===== src/rtl/fwd_hazard_unit.sv =====
// fwd_hazard_unit
//   Forwarding and load-use hazard unit for the in-order pipeline.
//   It tracks the destinations of the FWD_DEPTH instructions that have left EX
//   in a private shift register. It does not look at the rd fields of the
//   later pipeline stages. From those records it selects, for each EX source
//   operand, where that operand should be taken from. When an operand
//   depends on a load whose data is not yet available, it requests a stall.
//
// Parameters
//   NUM_SRC           source operands of the EX instruction
//   FWD_DEPTH         tracked stages after EX (1 = MEM, 2 = WB, ...), 1..7
//   REG_AW            register address width
//   LOAD_READY_STAGE  first tracked stage where load data is forwardable
//
// Ports
//   clk           rising-edge clock
//   arst          asynchronous reset, active high; clears every record
//   ex_valid      EX holds a real instruction
//   ex_rd         EX destination register
//   ex_reg_write  EX instruction writes the register file
//   ex_mem_read   EX instruction is a load
//   ex_rs         EX source registers, operand i at [i*REG_AW +: REG_AW]
//   hold          global freeze: records keep their values
//   flush         invalidate all in-flight records (wins over hold)
//   fwd_sel       per-operand select, 0 = regfile, k = result of stage k
//   stall         load-use stall request (combinational)
//
// Optional build macro FWD_HAZARD_PERF_EN adds two free-running counters:
//   perf_stall_cnt  clocks with stall=1 and hold=0
//   perf_fwd_cnt    issued EX instructions that used at least one forward

module fwd_hazard_unit #(
  parameter int unsigned NUM_SRC          = 2,
  parameter int unsigned FWD_DEPTH        = 2,
  parameter int unsigned REG_AW           = 5,
  parameter int unsigned LOAD_READY_STAGE = 2,
  localparam int unsigned SW              = $clog2(FWD_DEPTH + 1)
) (
  input  logic                      clk,
  input  logic                      arst,
  input  logic                      ex_valid,
  input  logic [REG_AW-1:0]         ex_rd,
  input  logic                      ex_reg_write,
  input  logic                      ex_mem_read,
  input  logic [NUM_SRC*REG_AW-1:0] ex_rs,
  input  logic                      hold,
  input  logic                      flush,
  output logic [NUM_SRC*SW-1:0]     fwd_sel,
  output logic                      stall
`ifdef FWD_HAZARD_PERF_EN
  ,
  output logic [31:0]               perf_stall_cnt,
  output logic [31:0]               perf_fwd_cnt
`endif
);

  // Illegal parameter values stop elaboration. The check instantiates a
  // module that does not exist.
  if (FWD_DEPTH < 1 || FWD_DEPTH > 7) begin : g_bad_fwd_depth
    fwd_hazard_unit_illegal_fwd_depth u_bad ();
  end
  if (LOAD_READY_STAGE < 1 || LOAD_READY_STAGE > FWD_DEPTH) begin : g_bad_ready
    fwd_hazard_unit_illegal_load_ready_stage u_bad ();
  end

  // Record storage. Index k holds stage k+1, so index 0 is the stage right
  // after EX.
  logic [FWD_DEPTH-1:0]             rec_valid;
  logic [FWD_DEPTH-1:0]             rec_ld;
  logic [FWD_DEPTH-1:0][REG_AW-1:0] rec_rd;

  logic [FWD_DEPTH-1:0]             rec_cand;
  logic [FWD_DEPTH-1:0]             rec_ready;
  logic [NUM_SRC-1:0]               hazard;
  logic [NUM_SRC*SW-1:0]            sel;
  logic                             stage1_valid;

  // Per-record qualifiers. A record with rd = x0 is never a write candidate.
  // Load data becomes usable only once the load reaches LOAD_READY_STAGE.
  always_comb begin
    rec_cand  = '0;
    rec_ready = '0;
    for (int unsigned k = 0; k < FWD_DEPTH; k++) begin
      rec_cand[k]  = rec_valid[k] && (rec_rd[k] != '0);
      rec_ready[k] = !rec_ld[k] || ((k + 1) >= LOAD_READY_STAGE);
    end
  end

  // Operand select. Only the youngest matching record matters. If that
  // record is an unready load, the operand raises a hazard. It does not
  // fall back to an older record for the same register, because that value
  // would be stale.
  always_comb begin : fwd_search
    logic [REG_AW-1:0] rs;
    logic              found;
    sel    = '0;
    hazard = '0;
    rs     = '0;
    found  = 1'b0;
    for (int unsigned i = 0; i < NUM_SRC; i++) begin
      rs    = ex_rs[i*REG_AW +: REG_AW];
      found = 1'b0;
      for (int unsigned k = 0; k < FWD_DEPTH; k++) begin
        if (!found && rs != '0 && rec_cand[k] && rec_rd[k] == rs) begin
          found = 1'b1;
          if (rec_ready[k]) begin
            sel[i*SW +: SW] = SW'(k + 1);
          end else begin
            hazard[i] = 1'b1;
          end
        end
      end
    end
  end

  assign fwd_sel = sel;
  assign stall   = ex_valid & (|hazard);

  // While stalled, EX is held by the consumer. A bubble enters stage 1 so
  // the held instruction is not recorded twice.
  assign stage1_valid = ex_valid & ex_reg_write & ~stall;

  // Record shift register. Priority is flush, then hold, then shift.
  always_ff @(posedge clk or posedge arst) begin
    if (arst) begin
      rec_valid <= '0;
      rec_ld    <= '0;
      rec_rd    <= '0;
    end else if (flush) begin
      rec_valid <= '0;
    end else if (!hold) begin
      for (int unsigned k = 1; k < FWD_DEPTH; k++) begin
        rec_valid[k] <= rec_valid[k-1];
        rec_ld[k]    <= rec_ld[k-1];
        rec_rd[k]    <= rec_rd[k-1];
      end
      rec_valid[0] <= stage1_valid;
      rec_ld[0]    <= ex_mem_read;
      rec_rd[0]    <= ex_rd;
    end
  end

`ifdef FWD_HAZARD_PERF_EN
  // Both counters wrap around; they do not saturate.
  always_ff @(posedge clk or posedge arst) begin
    if (arst) begin
      perf_stall_cnt <= '0;
      perf_fwd_cnt   <= '0;
    end else begin
      if (stall && !hold) begin
        perf_stall_cnt <= perf_stall_cnt + 32'd1;
      end
      if (ex_valid && !stall && !hold && (sel != '0)) begin
        perf_fwd_cnt <= perf_fwd_cnt + 32'd1;
      end
    end
  end
`endif

endmodule


===== config.mk =====
export PLATFORM = sky130hd
export DESIGN_NAME = fwd_hazard_unit
export DESIGN_NICKNAME = d
export VERILOG_FILES = /design/src/rtl/fwd_hazard_unit.sv
export SDC_FILE = /design/constraint.sdc
export NUM_CORES = 1
export LEC_CHECK = 0
export BUFFER_PORTS_ARGS = -buffer_cell sky130_fd_sc_hd__buf_2
export CAP_MARGIN = 40
export CORE_MARGIN = 2
export CORE_UTILIZATION = 45
export DETAILED_ROUTE_END_ITERATION = 7
export GPL_ROUTABILITY_DRIVEN = 0
export PLACE_DENSITY_LB_ADDON = 0.25
export SYNTH_ARGS = -nofsm -noshare
export SYNTH_HDL_FRONTEND = slang
export SYNTH_SLANG_ARGS = --single-unit
export TNS_END_PERCENT = 50

===== constraint.sdc =====
create_clock -name clk -period 1.74 [get_ports clk]
set_input_delay 0.174 -clock clk [delete_from_list [all_inputs] [get_ports clk]]
set_output_delay 0.174 -clock clk [all_outputs]
set_load 0.05 [all_outputs]

==> results.md, run 1 <==
* Post-synth EDFFs at 0
* YS warnings at 0
* Total Power at 0.000923 W
* Min-Delay Startpoint: flush
* Cell depth of the worst flop-to-flop path at 7
* Switching Share at 31.0%
* Distinct cells, synth at 19
* Post-synth top area share at 39.7%
* DP Worst Slack at -0.107 ns
* Status: finished, violations left
* Placed cell count at 143
* Synth-to-Final Area Change at 44.1%
* TritonCTS clock tree: yes
* Vias in the first global route at 686
* Async S/R FF share, synth at 100%
* Non-Filler Instances at 148
* Final wirelength at 1830 µm
* Mapped Cells at 78
* Share of cells above drive strength 1 at 48.8%
* Post-layout minimum cycle time at 2.07 ns
* Core area at 1730 µm²
* Internal power at 0.000637 W
* Mapped Area at 820 µm²
* DRT Pass-1 Iters at 2
* Ant. Diodes at 0
* Most used DFF post-synth: dfrtp_1
* WHS Path Cells at 2
* Crit path DAT at 1.89 ns
* Internal reg-to-reg setup slack at 0.03 ns
* Worst-skew pair later-pin latency at 0.28 ns
* Fraction of power consumed by combinational cells at 38.3%
* Final ANT Viol Nets at 0
* DRT iter0 DRCs at 4
* Worst hold endpoint: rec_valid[1]$_DFFE_PP0P_
* Final hold viol count at 0
* Layout fillers at 148
* Worst Max-Slew Pin Slew at 0.475 ns
* Global route overflow at 0
* CP Capture Type: output pin
* Synth top area cells: dfrtp_1 (40%), mux2_2 (15%), xnor2_1 (11%), xor2_1 (11%), nor2_1 (3.7%)
* Hold WS at 0.0672 ns
* Clock Pin Slew Worst Setup and Hold Paths at 0.08 ns
* Placement Cell Area at 1110 µm²
* Detailed-route DRC error count at 0
* Deepest clock path buffer count at 2
* Footprint of the multi-input gates at 510 µm²
* I/O Buffers at 26
* Global-route wire length before repair at 2780 µm
* Failing checks: negative setup slack
* Critical R2R Capture: rec_valid[0]$_DFFE_PP0P_
* Clk_skew at 0.00315 ns
* Commonest non-fill, non-tap cell in the layout: buf_2
* Syn Nets at 100
* Clock power frac at 20.0%
* Synth Register Bits at 13
* Initial antenna violation count at 0
* Final worst setup slack at -0.325 ns
* Final non-filler cell area at 1180 µm²
* Syn avg cell area at 10.5 µm²
* Largest net degree at the start of global routing at 14
* Per-cell routed wire length at 12.4 µm
* Worst-path maximum fanout at 2
* CTS Buf Count at 3
* Net Switching at 0.000286 W
* Max Transition Viols Final at 0
* HPWL after detailed placement at 1500 µm
* RR Startpoint: rec_rd[1]$_DFFE_PP0P_
* Root buffer cell: clkbuf_4
* Via count at 724
* Share of the yosys chip area belonging to registers at 39.7%
* Most frequent cells in the layout: buf_2 (21), buf_4 (15), dfrtp_1 (13), mux2_2 (11)
* Rel. slew slack at 68.3%
* Total GRT Usage at 18.9%
* CP startpoint kind: flip-flop
* WS Path Type: flip-flop to output pin
* Post-CTS setup buffers at 0
* FP Rows at 15
* CTS Sinks at 13
* Seq. cell area at 325 µm²
* Final Setup Violations at 5
* Max-cap viol count at 0
* Vias/cell at 4.89
* F_max at 0.484 GHz
* CP required at 1.57 ns
* H-tree levels at 1
* Power per cell area at 782 nW/µm²
* Hold WC Path Type: input port to flip-flop
* Starting Density at 47.5%
* Worst vdd ir at 0.000559 V
* Unrepaired setup endpoints after global routing: true
* Die width at 46.7 µm
* Die Y at 46.7 µm
* Dominant cell type by area after synthesis: dfrtp_1
* Nets at 146
* Sequential Power Share at 41.7%
* Leakage at 0.537 nW
* I/O pin count at 27
* Die area at 2180 µm²
* Period utilization at 119%
synthesized netlist by cell type, drive strengths merged (2+ instances only):
cell type   n
dfrtp      13
mux2       11
nand2       3
nand3       5
nand4       2
nor2        8
nor3        4
nor4b       2
o21ai       2
or4         2
xnor2      10
xor2       10
state kept, by name, summed over array words and instances, names as in the netlist:
signal / cells
rec_ld: 1
rec_rd: 10
rec_valid: 2
worst max-delay path by stage:
stage	slack (ns)	startpoint	endpoint
floorplan	-0.25	rec_rd[1]$_DFFE_PP0P_	fwd_sel[3]
global placement	-0.08	rec_rd[1]$_DFFE_PP0P_	fwd_sel[3]
detailed placement	-0.11	rec_rd[1]$_DFFE_PP0P_	fwd_sel[3]
CTS	-0.35	rec_rd[1]$_DFFE_PP0P_	fwd_sel[3]
global route	-0.43	rec_rd[1]$_DFFE_PP0P_	fwd_sel[3]
finish	-0.33	rec_rd[1]$_DFFE_PP0P_	fwd_sel[3]
per-stage QoR:
step / setup TNS, ns / util (%)
2_1_floorplan: -0.914 / -
3_3_place_gp: -0.173 / 64.1
3_5_place_dp: -0.237 / 64.1
4_1_cts: -1.50 / 68.3
5_1_grt: -1.89 / 68.4
6_report: -1.38 / 68.4
critical path: stages, from the launching register on:
cell and delay, ns:
dfrtp_1 0.38, or4_1 0.52, o21a_1 0.21, nand4_1 0.11, nor4b_4 0.21, buf_6 0.19
kinds of logic (layout without fill, tap and decap cells):
family	Yosys count	count (layout)	synth area share (%)
flops	13	13	39.7
buf+inv	2	47	0.915
compound gates	4	4	3.21
xor+xnor	20	20	21.4
mux	12	12	16.3
simple gates	27	27	18.5
power groups by stage:
stage / Combinational [W] / Clock (W) / Sequential (W)
after global placement: 0.000345 / 0 / 0.000390
final: 0.000354 / 0.000184 / 0.000385
after CTS: 0.000357 / 0.000194 / 0.000386
after floorplan: 0.000186 / 0 / 0.000410
after global routing: 0.000383 / 0.000203 / 0.000393
after detailed placement: 0.000353 / 0 / 0.000392
what timing repair did:
| item | in CTS | in global routing |
|---|---|---|
| hold endpoints to repair | 13 | 0 |
| hold buffers | 1 | 0 |
| resized for setup | 11 | 1 |
| endpoints found under the setup margin | 5 | 6 |
layer usage:
| layer | GRT usage, % | wire, µm |
|---|---|---|
| met1 | 21.9 | 801 |
| met2 | 34.2 | 942 |
| met3 | 1.18 | 55 |
| met4 | 10.0 | 30 |
| met5 | 0 | 0 |
area by class of cell:
class                           instances  area share (%)
Inverter                                1           0.318
Sequential cell                        13            27.5
Timing Repair Buffer                   42            24.0
Multi-Input combinational cell         63            43.2
Clock buffer                            4            2.22
Tap cell                               25            2.65
No activity file was read; power rests on OpenSTA's default activity.
==> run 2: changes to the inputs <==
- CELL_PAD_IN_SITES_DETAIL_PLACEMENT: default -> 0
- CELL_PAD_IN_SITES_GLOBAL_PLACEMENT: default -> 1
- CORE_UTILIZATION: 45 -> 37
==> run 2 against run 1 <==
Against the previous run:
- the run still ends with negative setup slack left
- cell count is 2.0% higher
- clock skew is 0.0016 ns higher
- setup slack worse by 0.0084 ns
- design area is 1.3% higher
- sequential power is 2% higher
- register-to-register slack hardly changed
- clock power hardly changed
- largest cell class unchanged
==> results.md, run 2 (same netlist as run 1, synthesis figures left out) <==
* Synth-to-Final Area Change at 46.0% (was 44.1%)
* Max reg flops at 10 (unchanged)
* Net Switching at 0.000292 W (was 0.000286 W)
* I/O pin count at 27 (unchanged)
* Most flop-heavy register: rec_rd (unchanged)
* Status: finished, violations left (unchanged)
* Worst Setup EP: fwd_sel[3] (unchanged)
* Die width at 51.1 µm (was 46.7 µm)
* Via count at 730 (was 724)
* Initial antenna violation count at 0 (unchanged)
* Die area at 2610 µm² (was 2180 µm²)
* Hold WC Path Type: input port to flip-flop (unchanged)
* Starting Density at 38.1% (was 47.5%)
* HPWL after detailed placement at 1570 µm (was 1500 µm)
* Max-cap viol count at 0 (unchanged)
* Top Registers: rec_rd (10), rec_valid (2), rec_ld (1) (unchanged)
* Clock power frac at 19.5% (was 20.0%)
* Wl on met1 at 813 µm (was 801 µm)
* Clock Pin Slew Worst Setup and Hold Paths at 0.08 ns (about the same)
* DR WL met2 at 1100 µm (was 942 µm)
* Final worst setup slack at -0.333 ns (was -0.325 ns)
* Largest net degree at the start of global routing at 14 (unchanged)
* WS Path Type: flip-flop to output pin (unchanged)
* Core area at 2150 µm² (was 1730 µm²)
* DRT iter0 DRCs at 3 (was 4)
* Worst-skew pair later-pin latency at 0.27 ns (was 0.28 ns)
* Period utilization at 119% (about the same)
* Switching Share at 31.4% (was 31.0%)
* Global-route wire length before repair at 3250 µm (was 2780 µm)
* Leakage at 0.539 nW (was 0.537 nW)
* I/O Buffers at 26 (unchanged)
* Share of cells above drive strength 1 at 48.8% (unchanged)
* Internal reg-to-reg setup slack at 0.02 ns (was 0.03 ns)
* Worst Max-Slew Pin Slew at 0.484 ns (was 0.475 ns)
* Total GRT Usage at 17.2% (was 18.9%)
* Met3 WL at 50 µm (was 55 µm)
* Post-layout minimum cycle time at 2.07 ns (about the same)
* Die Y at 51.1 µm (was 46.7 µm)
* Final ANT Viol Nets at 0 (unchanged)
* Deepest clock path buffer count at 2 (unchanged)
* Rel. slew slack at 67.7% (was 68.3%)
* Vias/cell at 4.83 (was 4.89)
* Sequential Power Share at 42.2% (was 41.7%)
* Seq. cell area at 325 µm² (unchanged)
* FP Rows at 17 (was 15)
* Unrepaired setup endpoints after global routing: true (unchanged)
* Final wirelength at 1970 µm (was 1830 µm)
* CTS Buf Count at 3 (unchanged)
* Worst-path maximum fanout at 2 (unchanged)
* TritonCTS clock tree: yes (unchanged)
* Most frequent cells in the layout: buf_2 (21), buf_4 (14), dfrtp_1 (13), mux2_2 (11) (was buf_2 (21), buf_4 (15), dfrtp_1 (13), mux2_2 (11))
* Worst Setup SP: rec_rd[1]$_DFFE_PP0P_ (unchanged)
* Placed cell count at 146 (was 143)
* Detailed-route DRC error count at 0 (unchanged)
* Ant. Diodes at 0 (unchanged)
* CP Capture Type: output pin (unchanged)
* Crit path DAT at 1.90 ns (was 1.89 ns)
* Highest Signal Layer: met4 (unchanged)
* Worst vdd ir at 0.000471 V (was 0.000559 V)
* Clk_skew at 0.00478 ns (was 0.00315 ns)
* Cell depth of the worst flop-to-flop path at 7 (unchanged)
* Non-Filler Instances at 151 (was 148)
* Nets at 146 (unchanged)
* Root buffer cell: clkbuf_4 (unchanged)
* Vias in the first global route at 741 (was 686)
* Commonest non-fill, non-tap cell in the layout: buf_2 (unchanged)
* Final Setup Violations at 5 (unchanged)
* Per-cell routed wire length at 13.0 µm (was 12.4 µm)
* Post-CTS setup buffers at 0 (unchanged)
* Internal power at 0.000639 W (was 0.000637 W)
* Failing checks: negative setup slack (unchanged)
* H-tree levels at 1 (unchanged)
* Final hold viol count at 0 (unchanged)
* Max Transition Viols Final at 0 (unchanged)
* F_max at 0.482 GHz (was 0.484 GHz)
* Setup TNS at -1.40 ns (was -1.38 ns)
* Fraction of power consumed by combinational cells at 38.3% (about the same)
* Global route overflow at 0 (unchanged)
* DRT Pass-1 Iters at 3 (was 2)
* Layout fillers at 201 (was 148)
* CP required at 1.57 ns (about the same)
* CP startpoint kind: flip-flop (unchanged)
* Critical R2R Capture: rec_valid[0]$_DFFE_PP0P_ (unchanged)
* RR Startpoint: rec_rd[1]$_DFFE_PP0P_ (unchanged)
* Power per cell area at 779 nW/µm² (was 782 nW/µm²)
* CTS Sinks at 13 (unchanged)
* Footprint of the multi-input gates at 518 µm² (was 510 µm²)
## run 2: cell types whose count changed in the layout (fill, tap and decap cells not counted)
| cell | change |
|---|---|
| a21oi_2 | -1 |
| a21oi_4 | +1 |
| buf_4 | -1 |
| buf_6 | +1 |
## run 2: layout make-up
cell class / count / share of cell area, %
inverter: 1 / 0.314
tap: 28 / 2.93
timing repair buffer: 42 / 24.1
multi-input combinational: 63 / 43.3
clock buffer: 4 / 2.20
sequential: 13 / 27.2
## run 2: metal layers
metal | track usage, % | vias up
met2 | 31.0 | 12
met3 | 2.63 | 2
li1 | - | 366
met1 | 19.8 | 350
met5 | 0 | -
met4 | 8.11 | 0
## run 2: power by group through the flow
| stage | Clock [W] | Combinational [W] | Sequential, W |
|---|---|---|---|
| 6_report | 0.000181 | 0.000357 | 0.000393 |
| 5_1_grt | 0.000204 | 0.000393 | 0.000398 |
| 4_1_cts | 0.000191 | 0.000358 | 0.000391 |
| 3_5_place_dp | 0 | 0.000354 | 0.000396 |
| 2_1_floorplan | 0 | 0.000186 | 0.000410 |
| 3_3_place_gp | 0 | 0.000343 | 0.000393 |
## run 2: through the flow
stage / area (µm²) / setup WS [ns] / utilization, % / power [W] / hold slack, ns
after floorplan: 837 / -0.255 / - / 0.000596 / 0.0510
after global placement: 1110 / -0.0893 / 51.7 / 0.000736 / 0.202
after detailed placement: 1110 / -0.112 / 51.7 / 0.000750 / 0.213
after CTS: 1180 / -0.353 / 55.2 / 0.000941 / 0.0624
after global routing: 1200 / -0.421 / 55.7 / 0.000996 / 0.0700
final: 1200 / -0.333 / 55.7 / 0.000931 / 0.0737
## run 2: critical path, stage by stage, from the launching register on
cell and delay [ns]:
dfrtp_1 0.37, or4_1 0.52, o21a_1 0.20, nand4_1 0.12, nor4b_4 0.22, buf_6 0.19
## run 2: worst min-delay path by stage
stage | from | end | slack, ns | cells past startpoint
2_1_floorplan | arst | rec_ld[0]$_DFFE_PP0P_ | 0.05 | 1
3_3_place_gp | arst | rec_ld[0]$_DFFE_PP0P_ | 0.20 | 2
3_5_place_dp | arst | rec_valid[0]$_DFFE_PP0P_ | 0.21 | 2
4_1_cts | flush | rec_valid[1]$_DFFE_PP0P_ | 0.06 | 2
5_1_grt | flush | rec_valid[1]$_DFFE_PP0P_ | 0.07 | 2
6_report | flush | rec_valid[1]$_DFFE_PP0P_ | 0.07 | 2
## run 2: what timing repair did
item | CTS | global route
pin swaps | 0 | 1
setup endpoints to repair | 5 | 6
hold buffers | 1 | 0
hold endpoints to repair | 13 | 0
gates resized for setup | 12 | 2
==> run 3: changes to the inputs <==
- BUFFER_PORTS_ARGS: -buffer_cell sky130_fd_sc_hd__buf_2 -> -buffer_cell sky130_fd_sc_hd__buf_4
- CORE_UTILIZATION: 37 -> 33
- clock period: 1.74 -> 2.3 ns (I/O delays scaled with it)
==> run 3 against run 2 <==
Against the previous run:
- the run now ends clean
- clock power fell by 25%
- worst hold slack improved by 0.046 ns
- clock skew barely moved
- wire length fell by 7.4%
- flip-flop and latch count did not move
- critical path depth did not move
- die area rose by 11%
- first-iteration DRC count rose by 67%
- register-to-register slack improved by 0.63 ns
- sequential power fell by 18%
- power fell by 29%
- cell count fell by 5.3%
- critical endpoint unchanged
- largest cell class unchanged
- largest power group unchanged
- highest routed layer unchanged
==> results.md, run 3 (same netlist as run 1, synthesis figures left out) <==
* Global-route wire length before repair at 2860 µm (was 3250 µm)
* F_max at 0.455 GHz
* Die width at 53.8 µm (was 51.1 µm)
* Total GRT Usage at 14.5% (was 17.2%)
* Deepest clock path buffer count at 2 (unchanged)
* Fin util at 47.2% (was 55.7%)
* Crit path DAT at 1.97 ns (was 1.90 ns)
* Non-Filler Instances at 143 (was 151)
* H-tree levels at 1 (unchanged)
* Cells along the critical path: or4_1, o21a_1, nand4_1, nor4b_4, buf_6 (unchanged)
* CP Capture Type: output pin (unchanged)
* Vias in the first global route at 632 (was 741)
* Placed cell count at 135 (was 146)
* Final ANT Viol Nets at 0 (unchanged)
* Status: complete, no violations (was finished, violations left)
* Hold WC Path Type: input port to flip-flop (unchanged)
* Synth-to-Final Area Change at 38.8% (was 46.0%)
* Initial antenna violation count at 0 (unchanged)
* DRT Pass-1 Iters at 2 (was 3)
* Layout fillers at 240 (was 201)
* Worst Max-Slew Pin Slew at 0.476 ns (was 0.484 ns)
* Net Switching at 0.000202 W (was 0.000292 W)
* Max Transition Viols Final at 0 (unchanged)
* Global route overflow at 0 (unchanged)
* Starting Density at 34.0% (was 38.1%)
* Die Y at 53.8 µm (was 51.1 µm)
* Footprint of the multi-input gates at 495 µm² (was 518 µm²)
* Most flop-heavy register: rec_rd (unchanged)
* Clk_skew at 0.00497 ns (was 0.00478 ns)
* Die area at 2900 µm² (was 2610 µm²)
* DP Worst Slack at 0.342 ns (was -0.112 ns)
* Leakage at 0.495 nW (was 0.539 nW)
* I/O pin count at 27 (unchanged)
* Switching Share at 30.6% (was 31.4%)
* Most frequent cells in the layout: buf_4 (30), mux2_2 (11), dfrtp_1 (11), xor2_1 (10), xnor2_1 (10) (was buf_2 (21), buf_4 (14), dfrtp_1 (13), mux2_2 (11))
* Post-layout minimum cycle time at 2.20 ns
* Power per cell area at 579 nW/µm² (was 779 nW/µm²)
* CTS Sinks at 13 (unchanged)
* Top Registers: rec_rd (10), rec_valid (2), rec_ld (1) (unchanged)
* Worst path top cell family by delay: simple AND/OR/NAND/NOR gates (unchanged)
* Detailed-route DRC error count at 0 (unchanged)
* FP Rows at 18 (was 17)
* Internal reg-to-reg setup slack at 0.65 ns (was 0.02 ns)
* Via count at 678 (was 730)
* Max reg flops at 10 (unchanged)
* WS Path Type: flip-flop to output pin (unchanged)
* Vias/cell at 4.74 (was 4.83)
* Seq. cell area at 328 µm² (was 325 µm²)
* Final wirelength at 1820 µm (was 1970 µm)
* Root buffer cell: clkbuf_4 (unchanged)
* I/O Buffers at 26 (unchanged)
* Final worst setup slack at 0.0999 ns (was -0.333 ns)
* CP required at 2.07 ns (was 1.57 ns)
* Rel. slew slack at 68.3% (was 67.7%)
* Core area at 2410 µm² (was 2150 µm²)
* Clock power frac at 20.4% (was 19.5%)
* Clock Pin Slew Worst Setup and Hold Paths at 0.08 ns (about the same)
* Fraction of power consumed by combinational cells at 30.5% (was 38.3%)
* CP peak stage delay at 0.52 ns (about the same)
* Worst vdd ir at 0.000335 V (was 0.000471 V)
* Ant. Diodes at 0 (unchanged)
* Internal power at 0.000457 W (was 0.000639 W)
* Sum of buffers and inverters on the critical path at 1 (unchanged)
* Worst-skew pair later-pin latency at 0.27 ns (about the same)
* Share of cells above drive strength 1 at 44.2% (was 48.8%)
* CP startpoint kind: flip-flop (unchanged)
* CTS Buf Count at 3 (unchanged)
* Final Setup Violations at 0 (was 5)
* Period utilization at 95.7%
* Worst-path maximum fanout at 4 (was 2)
* Sequential Power Share at 49.1% (was 42.2%)
* Total Power at 0.000659 W (was 0.000931 W)
* DRT iter0 DRCs at 5 (was 3)
* Max-cap viol count at 0 (unchanged)
* Commonest non-fill, non-tap cell in the layout: buf_4 (was buf_2)
* HPWL after detailed placement at 1520 µm (was 1570 µm)
* Per-cell routed wire length at 12.7 µm (was 13.0 µm)
* Largest net degree at the start of global routing at 14 (unchanged)
* TritonCTS clock tree: yes (unchanged)
* Final hold viol count at 0 (unchanged)
* Nets at 136 (was 146)
* CP max stage cell: or4_1 (unchanged)
==> run 3: per-stage QoR <==
stage	instance area, µm²	hold WS, ns	TNS (ns)
floorplan	828	0.107	-0.0414
global placement	1070	0.270	0
detailed placement	1070	0.281	0
CTS	1110	0.115	0
global route	1140	0.113	-0.00977
finish	1140	0.120	0
==> run 3: final cells by class <==
class,instances,area share [%]
sequential,13,28.8
clock buffer,4,2.31
timing repair buffer,32,21.7
multi-input combinational,63,43.6
tap,30,3.30
inverter,1,0.330
==> run 3: repair_timing <==
action / in CTS / in global routing
hold buffers: 1 / 0
buffers inserted: 0 / 3
hold endpoints to repair: 13 / 0
endpoints found under the setup margin: 0 / 2
gates resized for setup: 0 / 3
==> run 3: worst paths after layout <==
| kind | cells after the start | startpoint | endpoint |
|---|---|---|---|
| hold / removal | 2 | flush | rec_valid[1]$_DFFE_PP0P_ |
| setup reg to reg | 6 | rec_rd[1]$_DFFE_PP0P_ | rec_valid[0]$_DFFE_PP0P_ |
| min in group asynchronous | 3 | arst | rec_rd[4]$_DFFE_PP0P_ |
| hold reg to reg | 2 | rec_valid[1]$_DFFE_PP0P_ | rec_valid[1]$_DFFE_PP0P_ |
| max in group asynchronous | 3 | arst | rec_rd[2]$_DFFE_PP0P_ |
| setup / recovery | 5 | rec_rd[1]$_DFFE_PP0P_ | fwd_sel[3] |
==> run 3: layer usage <==
metal  up-vias  global-route usage (%)  share of wire (%)
li1        345                       -                  -
met1       316                    18.9                 44
met2        13                    22.8                 50
met3         4                   0.833                3.0
met4         0                    10.3                2.5
met5         -                       0                  0
==> run 3: worst reg2reg max path, cell delays in order, from the launching register on <==
cell,delay [ns]
dfrtp_2,0.43
or4_1,0.52
o21a_1,0.20
nand4_1,0.09
buf_4,0.13
a21oi_1,0.09
o21ai_2,0.12
==> run 3: power by group through the flow <==
stage | clock [W] | combinational [W] | sequential [W]
floorplan | 0 | 0.000137 | 0.000310
global placement | 0 | 0.000188 | 0.000331
detailed placement | 0 | 0.000190 | 0.000332
CTS | 0.000140 | 0.000192 | 0.000327
global route | 0.000158 | 0.000223 | 0.000332
finish | 0.000135 | 0.000201 | 0.000324
